[src/rtl/rps_pkg.sv]
// Shared types and constants for the best-of-N stone/paper/scissors match
// controller: move encodings, judge verdicts, FSM states and ASCII result codes.
package rps_pkg;

  typedef enum logic [1:0] {
    STONE    = 2'b00,
    PAPER    = 2'b01,
    SCISSORS = 2'b10,
    BAD_MOVE = 2'b11
  } move_t;

  typedef enum logic [1:0] {
    TIE,
    P1,
    P2,
    INVALID
  } winner_t;

  typedef enum logic [1:0] {
    WAIT,
    RESOLVE,
    OVER
  } state_t;

  localparam logic [7:0] ASCII_T   = 8'd84;
  localparam logic [7:0] ASCII_1   = 8'd49;
  localparam logic [7:0] ASCII_2   = 8'd50;
  localparam logic [7:0] ASCII_Q   = 8'd63;
  localparam logic [7:0] ASCII_A   = 8'd65;
  localparam logic [7:0] ASCII_B   = 8'd66;
  localparam logic [7:0] ASCII_NUL = 8'd0;

endpackage

[src/rtl/tt_um_rps_match_if.sv]
// Tiny Tapeout user-module pin bundle; the harness side drives inputs as
// master, the match controller consumes them as slave.
interface tt_um_rps_match_if;
  logic       ena;
  logic [7:0] ui_in;
  logic [7:0] uo_out;
  logic [7:0] uio_in;
  logic [7:0] uio_out;
  logic [7:0] uio_oe;

  modport master (output ena, ui_in, uio_in, input uo_out, uio_out, uio_oe);
  modport slave  (input ena, ui_in, uio_in, output uo_out, uio_out, uio_oe);
endinterface

[src/rtl/rps_judge.sv]
// Combinational single-round judge: the only place the win table lives.
module rps_judge
  import rps_pkg::*;
(
  input  move_t   move_a,
  input  move_t   move_b,
  output winner_t winner
);

  always_comb begin
    winner = INVALID;
    if (move_a != BAD_MOVE && move_b != BAD_MOVE) begin
      if (move_a == move_b)
        winner = TIE;
      else if ((move_a == PAPER    && move_b == STONE)    ||
               (move_a == SCISSORS && move_b == PAPER)    ||
               (move_a == STONE    && move_b == SCISSORS))
        winner = P1;
      else
        winner = P2;
    end
  end

endmodule

[src/rtl/tt_um_rps_match.sv]
// Match controller: synchronizes pins, detects commit/new-match edges, latches
// moves, judges rounds and keeps scores until one player reaches ROUNDS_TO_WIN.
module tt_um_rps_match
  import rps_pkg::*;
#(
  parameter int unsigned ROUNDS_TO_WIN = 3
) (
  input logic              clk,
  input logic              rst_n,
  tt_um_rps_match_if.slave bus
);

  localparam logic [3:0] WIN_SCORE = 4'(ROUNDS_TO_WIN);

  logic [6:0] sync1, sync2;
  logic [2:0] prev_strobe;
  logic [2:0] rise;
  logic       p1_commit, p2_commit, new_match;

  state_t     state, state_nx;
  move_t      mv1, mv1_nx, mv2, mv2_nx;
  logic       pend1, pend1_nx, pend2, pend2_nx;
  logic [3:0] score1, score1_nx, score2, score2_nx;
  logic [7:0] result, result_nx;
  logic [3:0] score1_inc, score2_inc;
  winner_t    winner;

  logic unused;
  assign unused = ^{bus.ui_in[7], bus.uio_in};

  // The synchronizer and edge flops ignore ena, so edges seen while the block
  // is disabled are consumed and lost rather than replayed later.
  // NOTE: sequential state uses non-blocking assignments so every flop samples
  // the pre-edge value of its neighbours, which a shift chain depends on.
  always_ff @(posedge clk or negedge rst_n) begin
    if (!rst_n) begin
      sync1       <= '0;
      sync2       <= '0;
      prev_strobe <= '0;
    end else begin
      sync1       <= bus.ui_in[6:0];
      sync2       <= sync1;
      prev_strobe <= sync2[6:4];
    end
  end

  assign rise      = sync2[6:4] & ~prev_strobe;
  assign p1_commit = rise[0];
  assign p2_commit = rise[1];
  assign new_match = rise[2];

  rps_judge u_judge (
    .move_a (mv1),
    .move_b (mv2),
    .winner (winner)
  );

  assign score1_inc = score1 + 4'd1;
  assign score2_inc = score2 + 4'd1;

  // NOTE: every signal assigned here gets a default first; a path that leaves
  // one unassigned would infer a latch.
  always_comb begin
    state_nx  = state;
    mv1_nx    = mv1;
    mv2_nx    = mv2;
    pend1_nx  = pend1;
    pend2_nx  = pend2;
    score1_nx = score1;
    score2_nx = score2;
    result_nx = result;

    if (new_match) begin
      state_nx  = WAIT;
      pend1_nx  = 1'b0;
      pend2_nx  = 1'b0;
      score1_nx = '0;
      score2_nx = '0;
      result_nx = ASCII_NUL;
    end else begin
      case (state)
        WAIT: begin
          if (p1_commit && !pend1) begin
            pend1_nx = 1'b1;
            mv1_nx   = move_t'(sync2[1:0]);
          end
          if (p2_commit && !pend2) begin
            pend2_nx = 1'b1;
            mv2_nx   = move_t'(sync2[3:2]);
          end
          if (pend1_nx && pend2_nx) state_nx = RESOLVE;
        end
        RESOLVE: begin
          pend1_nx = 1'b0;
          pend2_nx = 1'b0;
          state_nx = WAIT;
          case (winner)
            TIE: result_nx = ASCII_T;
            P1: begin
              score1_nx = score1_inc;
              result_nx = ASCII_1;
              if (score1_inc == WIN_SCORE) begin
                state_nx  = OVER;
                result_nx = ASCII_A;
              end
            end
            P2: begin
              score2_nx = score2_inc;
              result_nx = ASCII_2;
              if (score2_inc == WIN_SCORE) begin
                state_nx  = OVER;
                result_nx = ASCII_B;
              end
            end
            default: result_nx = ASCII_Q;
          endcase
        end
        OVER:    state_nx = OVER;
        default: state_nx = WAIT;
      endcase
    end
  end

  always_ff @(posedge clk or negedge rst_n) begin
    if (!rst_n) begin
      state  <= WAIT;
      mv1    <= STONE;
      mv2    <= STONE;
      pend1  <= 1'b0;
      pend2  <= 1'b0;
      score1 <= '0;
      score2 <= '0;
      result <= ASCII_NUL;
    end else if (bus.ena) begin
      state  <= state_nx;
      mv1    <= mv1_nx;
      mv2    <= mv2_nx;
      pend1  <= pend1_nx;
      pend2  <= pend2_nx;
      score1 <= score1_nx;
      score2 <= score2_nx;
      result <= result_nx;
    end
  end

  assign bus.uo_out  = result;
  assign bus.uio_out = {score2, score1};
  assign bus.uio_oe  = 8'hFF;

endmodule

[src/flat_wrapper.sv]
// flat-port wrapper written by rule: the top's interface ports become plain ports
module tt_um_rps_match_flat import rps_pkg::*;
#(
  parameter int unsigned ROUNDS_TO_WIN = 3
)
  (clk, rst_n, bus_ena, bus_ui_in, bus_uio_in, bus_uo_out, bus_uio_out, bus_uio_oe);
  tt_um_rps_match_if bus_i ();
  input logic clk;
  input logic rst_n;
  input wire logic [$bits(bus_i.ena)-1:0] bus_ena;
  input wire logic [$bits(bus_i.ui_in)-1:0] bus_ui_in;
  input wire logic [$bits(bus_i.uio_in)-1:0] bus_uio_in;
  output wire logic [$bits(bus_i.uo_out)-1:0] bus_uo_out;
  output wire logic [$bits(bus_i.uio_out)-1:0] bus_uio_out;
  output wire logic [$bits(bus_i.uio_oe)-1:0] bus_uio_oe;
  assign bus_i.ena = bus_ena;
  assign bus_i.ui_in = bus_ui_in;
  assign bus_i.uio_in = bus_uio_in;
  assign bus_uo_out = bus_i.uo_out;
  assign bus_uio_out = bus_i.uio_out;
  assign bus_uio_oe = bus_i.uio_oe;
  tt_um_rps_match #(.ROUNDS_TO_WIN(ROUNDS_TO_WIN)) u_core (.clk(clk), .rst_n(rst_n), .bus(bus_i));
endmodule
[config.mk]
export PLATFORM = sky130hd
export DESIGN_NAME = tt_um_rps_match_flat
export DESIGN_NICKNAME = d
export VERILOG_FILES = /design/src/rtl/rps_pkg.sv /design/src/rtl/tt_um_rps_match_if.sv /design/src/rtl/rps_judge.sv /design/src/rtl/tt_um_rps_match.sv /design/src/flat_wrapper.sv
export SDC_FILE = /design/constraint.sdc
export NUM_CORES = 1
export LEC_CHECK = 0
export ABC_AREA = 1
export BUFFER_PORTS_ARGS = -buffer_cell sky130_fd_sc_hd__buf_4
export CORE_MARGIN = 3
export CORE_UTILIZATION = 50
export DETAILED_ROUTE_END_ITERATION = 16
export GPL_ROUTABILITY_DRIVEN = 0
export PLACE_DENSITY_LB_ADDON = 0.2
export SYNTH_ARGS = -nofsm -noshare
export SYNTH_HDL_FRONTEND = slang
export SYNTH_HIERARCHICAL = 1
export SYNTH_SLANG_ARGS = --single-unit
[constraint.sdc]
create_clock -name clk -period 2.8 [get_ports clk]
set_clock_uncertainty 0.05 [all_clocks]
set_input_delay 0.56 -clock clk [delete_from_list [all_inputs] [get_ports clk]]
set_output_delay 0.56 -clock clk [all_outputs]
set_load 0.01 [all_outputs]
**After elaboration in Yosys (flattened, before gate mapping)**

Cells that the tools add are included.

- Bits of input ports: 19
- Output and inout port bits: 24
- Word-level logic and storage cells: 86
- Register bits: 41

- Add/subtract/negate cells: 2
- Eq/ne operators: 14
- Bitwise logic cells: 3
- Reductions and logical operators: 26
- Muxes and demuxes: 30

Operators with widths:

| operator | count |
|---|---|
| 4-bit 2-to-1 mux | 6 |
| 8-bit one-hot mux with 3 select lines | 1 |
| 8-bit 2-to-1 mux | 2 |
| 2-bit 2-to-1 mux | 7 |
| 7-bit 2-to-1 mux | 2 |
| 4-bit by 1-bit adder with 4-bit output, second input constant | 2 |
| 2-bit by 1-bit equality test with 1-bit output, second input constant | 4 |
| 2-bit equality test, second input constant | 4 |
| 4-bit by 2-bit equality test with 1-bit output, second input constant | 2 |
| 2-bit logical NOT | 4 |
| 1-bit 2-to-1 mux | 8 |
| 4-bit AND reduction | 2 |
| 1-bit logical AND | 7 |
| 2-bit one-hot mux with 3 select lines | 1 |
| 2-bit AND reduction | 3 |
| 3-bit AND reduction | 2 |
| 2-bit nonzero test | 3 |
| 2-bit != test, second input constant | 2 |
| 1-bit one-hot mux with 2 select lines | 2 |
| 2-bit one-hot mux with 2 select lines | 1 |
| 3-bit AND | 1 |
| 3-bit by 1-bit != test with 1-bit output, second input constant | 1 |
| 3-bit inverter | 1 |
| 3-bit nonzero test | 1 |
| 4 further kinds | 6 |

**Longest topological paths before layout**

- Depth after elaboration: 11
- Gate-level depth with buffers: 13
- Mapped depth without buffers: 13

**Modules after synthesis**

The synthesis kept the hierarchy.

Modules (own cells, without submodules):

| module | area an instance (µm²) | times used | seq. area each (µm²) | cells each |
|---|---|---|---|---|
| tt_um_rps_match | 1814.2 | 1 | 1001.0 | 187 |
| rps_judge | 102.6 | 1 | 0.0 | 25 |

**Least setup slack after synthesis**

OpenSTA, ideal clock, no wires.

- Path kind: reg-to-reg
- Start: register u_core.mv2[1]
- End: register u_core.score2[2]
- Buffers on the path: 0
- Library setup time: 0.121 ns
- Data arrival time: 1.552 ns
- Clock period less this slack: 1.723 ns
- Cell stages (with the launch flop): 12
- Slack: 1.077 ns
- Cells stage by stage: dfrtp_1 > inv_1 > nor2_1 > nand2_1 > nand3_1 > or2_1 > inv_1 > ha_1 > nor2_1 > nor2_4 > nand3_1 > o21ai_1

- Longest elaborated chain between the ends: 10
- Elaborated cells on any way between the ends: 17

Ends and longest elaborated chain:

| element | line | text |
|---|---|---|
| start, declared | tt_um_rps_match.sv:21 | `move_t mv1, mv1_nx, mv2, mv2_nx;` |
| start signal, assigned | tt_um_rps_match.sv:137 | `mv2 <= mv2_nx;` |
| 2-bit by 1-bit equality test with 1-bit output or 2-bit logical NOT (tied branches) | rps_judge.sv:16, rps_judge.sv:15 |  |
| 1-bit logical AND, on equally long branches | rps_judge.sv:16, rps_judge.sv:15 |  |
| 1-bit logical OR | rps_judge.sv:15 | `else if ((move_a == PAPER && move_b == STONE) \|\|` |
| 1-bit logical OR | rps_judge.sv:16 | `(move_a == SCISSORS && move_b == PAPER) \|\|` |
| 2-bit 2-to-1 mux | rps_judge.sv:15 |  |
| 2-bit 2-to-1 mux | rps_judge.sv:13 | `if (move_a == move_b)` |
| 2-bit 2-to-1 mux * | rps_judge.sv:12 | `if (move_a != BAD_MOVE && move_b != BAD_MOVE) begin` |
| named net u_core.winner[0] | tt_um_rps_match.sv:26 | `winner_t winner;` |
| 2-bit equality test * | tt_um_rps_match.sv:97 | `case (winner)` |
| 2-bit nonzero test (no source line) * | -- |  |
| 3-bit AND reduction (no source line) * | -- |  |
| end signal, assigned | tt_um_rps_match.sv:141 | `score2 <= score2_nx;` |
| end, declared | tt_um_rps_match.sv:23 | `logic [3:0] score1, score1_nx, score2, score2_nx;` |

Mark *: on every way through the listed nets, which the timed path passes. The rest lies on a longest branch.
A chain may end at the register's enable or synchronous reset.

**Final worst setup path**

Same ends and word-level chain as after synthesis.

==> impl_metrics.json <==
{
  "wl_per_cell_um": 10.6,
  "fin_nets": 267,
  "power_switching_w": 0.000874,
  "die_height_um": 67.9,
  "port_buffers": 24,
  "worstPathRequired_ps": 2920,
  "grt_pass1_wl_um": 5120,
  "start_kind": "flop",
  "io_pins": 43,
  "ys_seq_area_frac": 0.522,
  "core_area_sq_mm": 0.00352,
  "path_clk_slew_ps": 70,
  "grtUsageTotal": 0.151,
  "dieArea_sq_mm": 0.00461,
  "dieWidth_um": 67.9,
  "worstPathCellList": "inv_1 -> nor2_1 -> nand2_1 -> nand3_1 -> or2_1 -> inv_1 -> ha_1 -> nor2_1 -> nor2_4 -> nand3_1 -> o21ai_1",
  "power_leakage_nw": 1.15,
  "crit_path_end_kind": "flop",
  "netlist_instances": 212,
  "syn_avg_cell_area_sq_um": 9.04,
  "wl_um": 3040,
  "crit_family": "simple AND/OR/NAND/NOR gates",
  "cts_buffers": 5,
  "cts_resized": 0,
  "antenna_cells": 0,
  "peakVddDrop_mv": 0.447,
  "yosysWarnings": 6,
  "syn_area_sq_mm": 0.00192,
  "ctsHtreeMaxLevel": 2,
  "drc": 0,
  "routed-via-count": 1368,
  "post-dp-hpwl_um": 2220,
  "vias_per_cell": 4.77,
  "drt_iter0_drc": 52,
  "finalCritPeriodShare": 0.701,
  "drt.antenna.violating_nets": 0,
  "cap_violations": 0,
  "rsz0062_at_grt": "no",
  "antenna_found_initial": 0,
  "initial_core_util": 0.544,
  "cts.sinks": 40,
  "layout-drive-gt1-share": 0.195,
  "period_minus_slack_ps": 1960,
  "setup_violations": 0,
  "reg2reg_slack_ps": 840,
  "status": "complete, no violations",
  "crit_buf_inv": 2,
  "seqPwrFrac": 0.375,
  "cts_tree": "yes",
  "layout_common_cells": "nand2_1 (51), dfrtp_1 (40), inv_1 (28), buf_4 (24), nor2_1 (16)",
  "overflow": 0,
  "grt_max_degree": 41,
  "hold_viol": 0,
  "intPower_w": 0.00139,
  "max_freq_ghz": 0.509,
  "rows": 21,
  "first_global_vias": 1240,
  "tns_ps": 0,
  "postCtsHoldBufs": 0,
  "synth_ff_type": "dfrtp_1",
  "p_per_area_mw_per_mm2": 1030,
  "crit_slowest_cell": "dfrtp_1",
  "clock_latency_ps": 280,
  "async_flop_share": 1.00,
  "clk_path_buf_depth": 2,
  "cts_root_buf": "clkbuf_8",
  "crit_fanout": 6,
  "p_sw_frac": 0.386,
  "slew_viol_final": 0,
  "critical_path_arrival_ps": 2080,
  "synth-seq-cells": 40,
  "syn_to_final_growth_pct": 15.3,
  "final_common_cell": "nand2_1",
  "final_util": 0.628,
  "cts_setup_buffers": 0,
  "yosys.cell_types.count": 25,
  "clkPwrFrac": 0.195,
  "path_class": "reg -> reg",
  "first_pass_iters": 4,
  "critPathMaxStageDelay_ps": 430,
  "synth_edf_count": 0,
  "p_comb_frac": 0.430,
  "hold_path_class": "in -> async"
}
==> registers in the layout, summed over array words and instances (netlist names), 2 cells and up <==
signal,flops
u_core/state,2
u_core/prev_strobe,3
u_core/score1,4
u_core/sync1,7
u_core/mv1,2
u_core/score2,4
u_core/mv2,2
u_core/sync2,7
u_core/bus.uo_out,7
==> cell type report <==
cell class | instances | area [sq um]
inverter | 30 | 113
clock buffer | 6 | 72.6
multi-input combinational | 139 | 751
fill | 323 | 1310
sequential | 40 | 1000
timing repair buffer | 24 | 180
tap | 46 | 57.6
clock inverter | 2 | 35.0
==> stage by stage <==
stage          cell area (sq um)  std cells  power, W  setup slack (ps)  hold slack, ps
6_report                    2210        287   0.00226               836             182
3_3_place_gp                2100        279   0.00181               905             282
2_1_floorplan               1940        219   0.00156              1080             214
4_1_cts                     2210        287   0.00229               842             196
3_5_place_dp                2100        279   0.00183               865             289
5_1_grt                     2210        287   0.00248               662             220
==> routing by layer <==
metal	routed length [um]	vias up	global-route usage
li1	-	707	-
met1	1380	630	0.172
met2	1470	29	0.260
met3	161	2	0.0411
met4	26	0	0.0744
met5	0	-	0
==> Yosys cell counts, types with 2 or more instances <==
library cell / instances / area, sq um
nand2_1: 51 / 191
dfrtp_1: 40 / 1000
inv_1: 28 / 105
nor2_1: 16 / 60.1
nand3_1: 13 / 65.1
o21ai_0: 13 / 65.1
buf_4: 9 / 67.6
ha_1: 8 / 100
a21oi_1: 4 / 20.0
mux2_2: 4 / 45.0
nand4_1: 3 / 18.8
nor2_4: 3 / 33.8
o21ai_1: 3 / 15.0
conb_1: 2 / 7.51
inv_2: 2 / 7.51
nand2_2: 2 / 12.5
nand2_4: 2 / 22.5
nor3_1: 2 / 10.0
==> power by group through the flow <==
stage	Combinational (W)	Clock, W	Sequential [W]
CTS	0.000981	0.000462	0.000850
detailed placement	0.000970	0	0.000862
global route	0.00112	0.000487	0.000873
global placement	0.000957	0	0.000857
finish	0.000975	0.000441	0.000849
floorplan	0.000684	0	0.000876
==> worst paths after layout <==
| path | startpoint | to | depth (start not counted) |
|---|---|---|---|
| worst max-delay path | u_core/mv2[1]$_DFFE_PN0P_ | u_core/score2[2]$_DFFE_PN0P_ | 11 |
| worst min-delay path | rst_n | u_core/bus.uo_out[5]$_DFFE_PN0P_ | 1 |
| worst max register to register | u_core/mv2[1]$_DFFE_PN0P_ | u_core/score2[2]$_DFFE_PN0P_ | 11 |
| worst min register to register | u_core/sync1[3]$_DFF_PN0_ | u_core/sync2[3]$_DFF_PN0_ | 0 |
| max in group asynchronous | rst_n | u_core/mv2[0]$_DFFE_PN0P_ | 1 |
| min in group clk | u_core/sync1[3]$_DFF_PN0_ | u_core/sync2[3]$_DFF_PN0_ | 0 |
==> cell families after synthesis <==
| family | count (synthesis) | share of synthesized area |
|---|---|---|
| adder cells (fa/ha/maj) | 8 | 0.0522 |
| multiplexers | 4 | 0.0235 |
| AND/OR/NAND/NOR | 94 | 0.223 |
| buffers and inverters | 40 | 0.0999 |
| other | 2 | 0.00392 |
| AO/OA/AOI/OAI | 24 | 0.0757 |
| flip-flops | 40 | 0.522 |
Power figures use the tool's default switching activity.
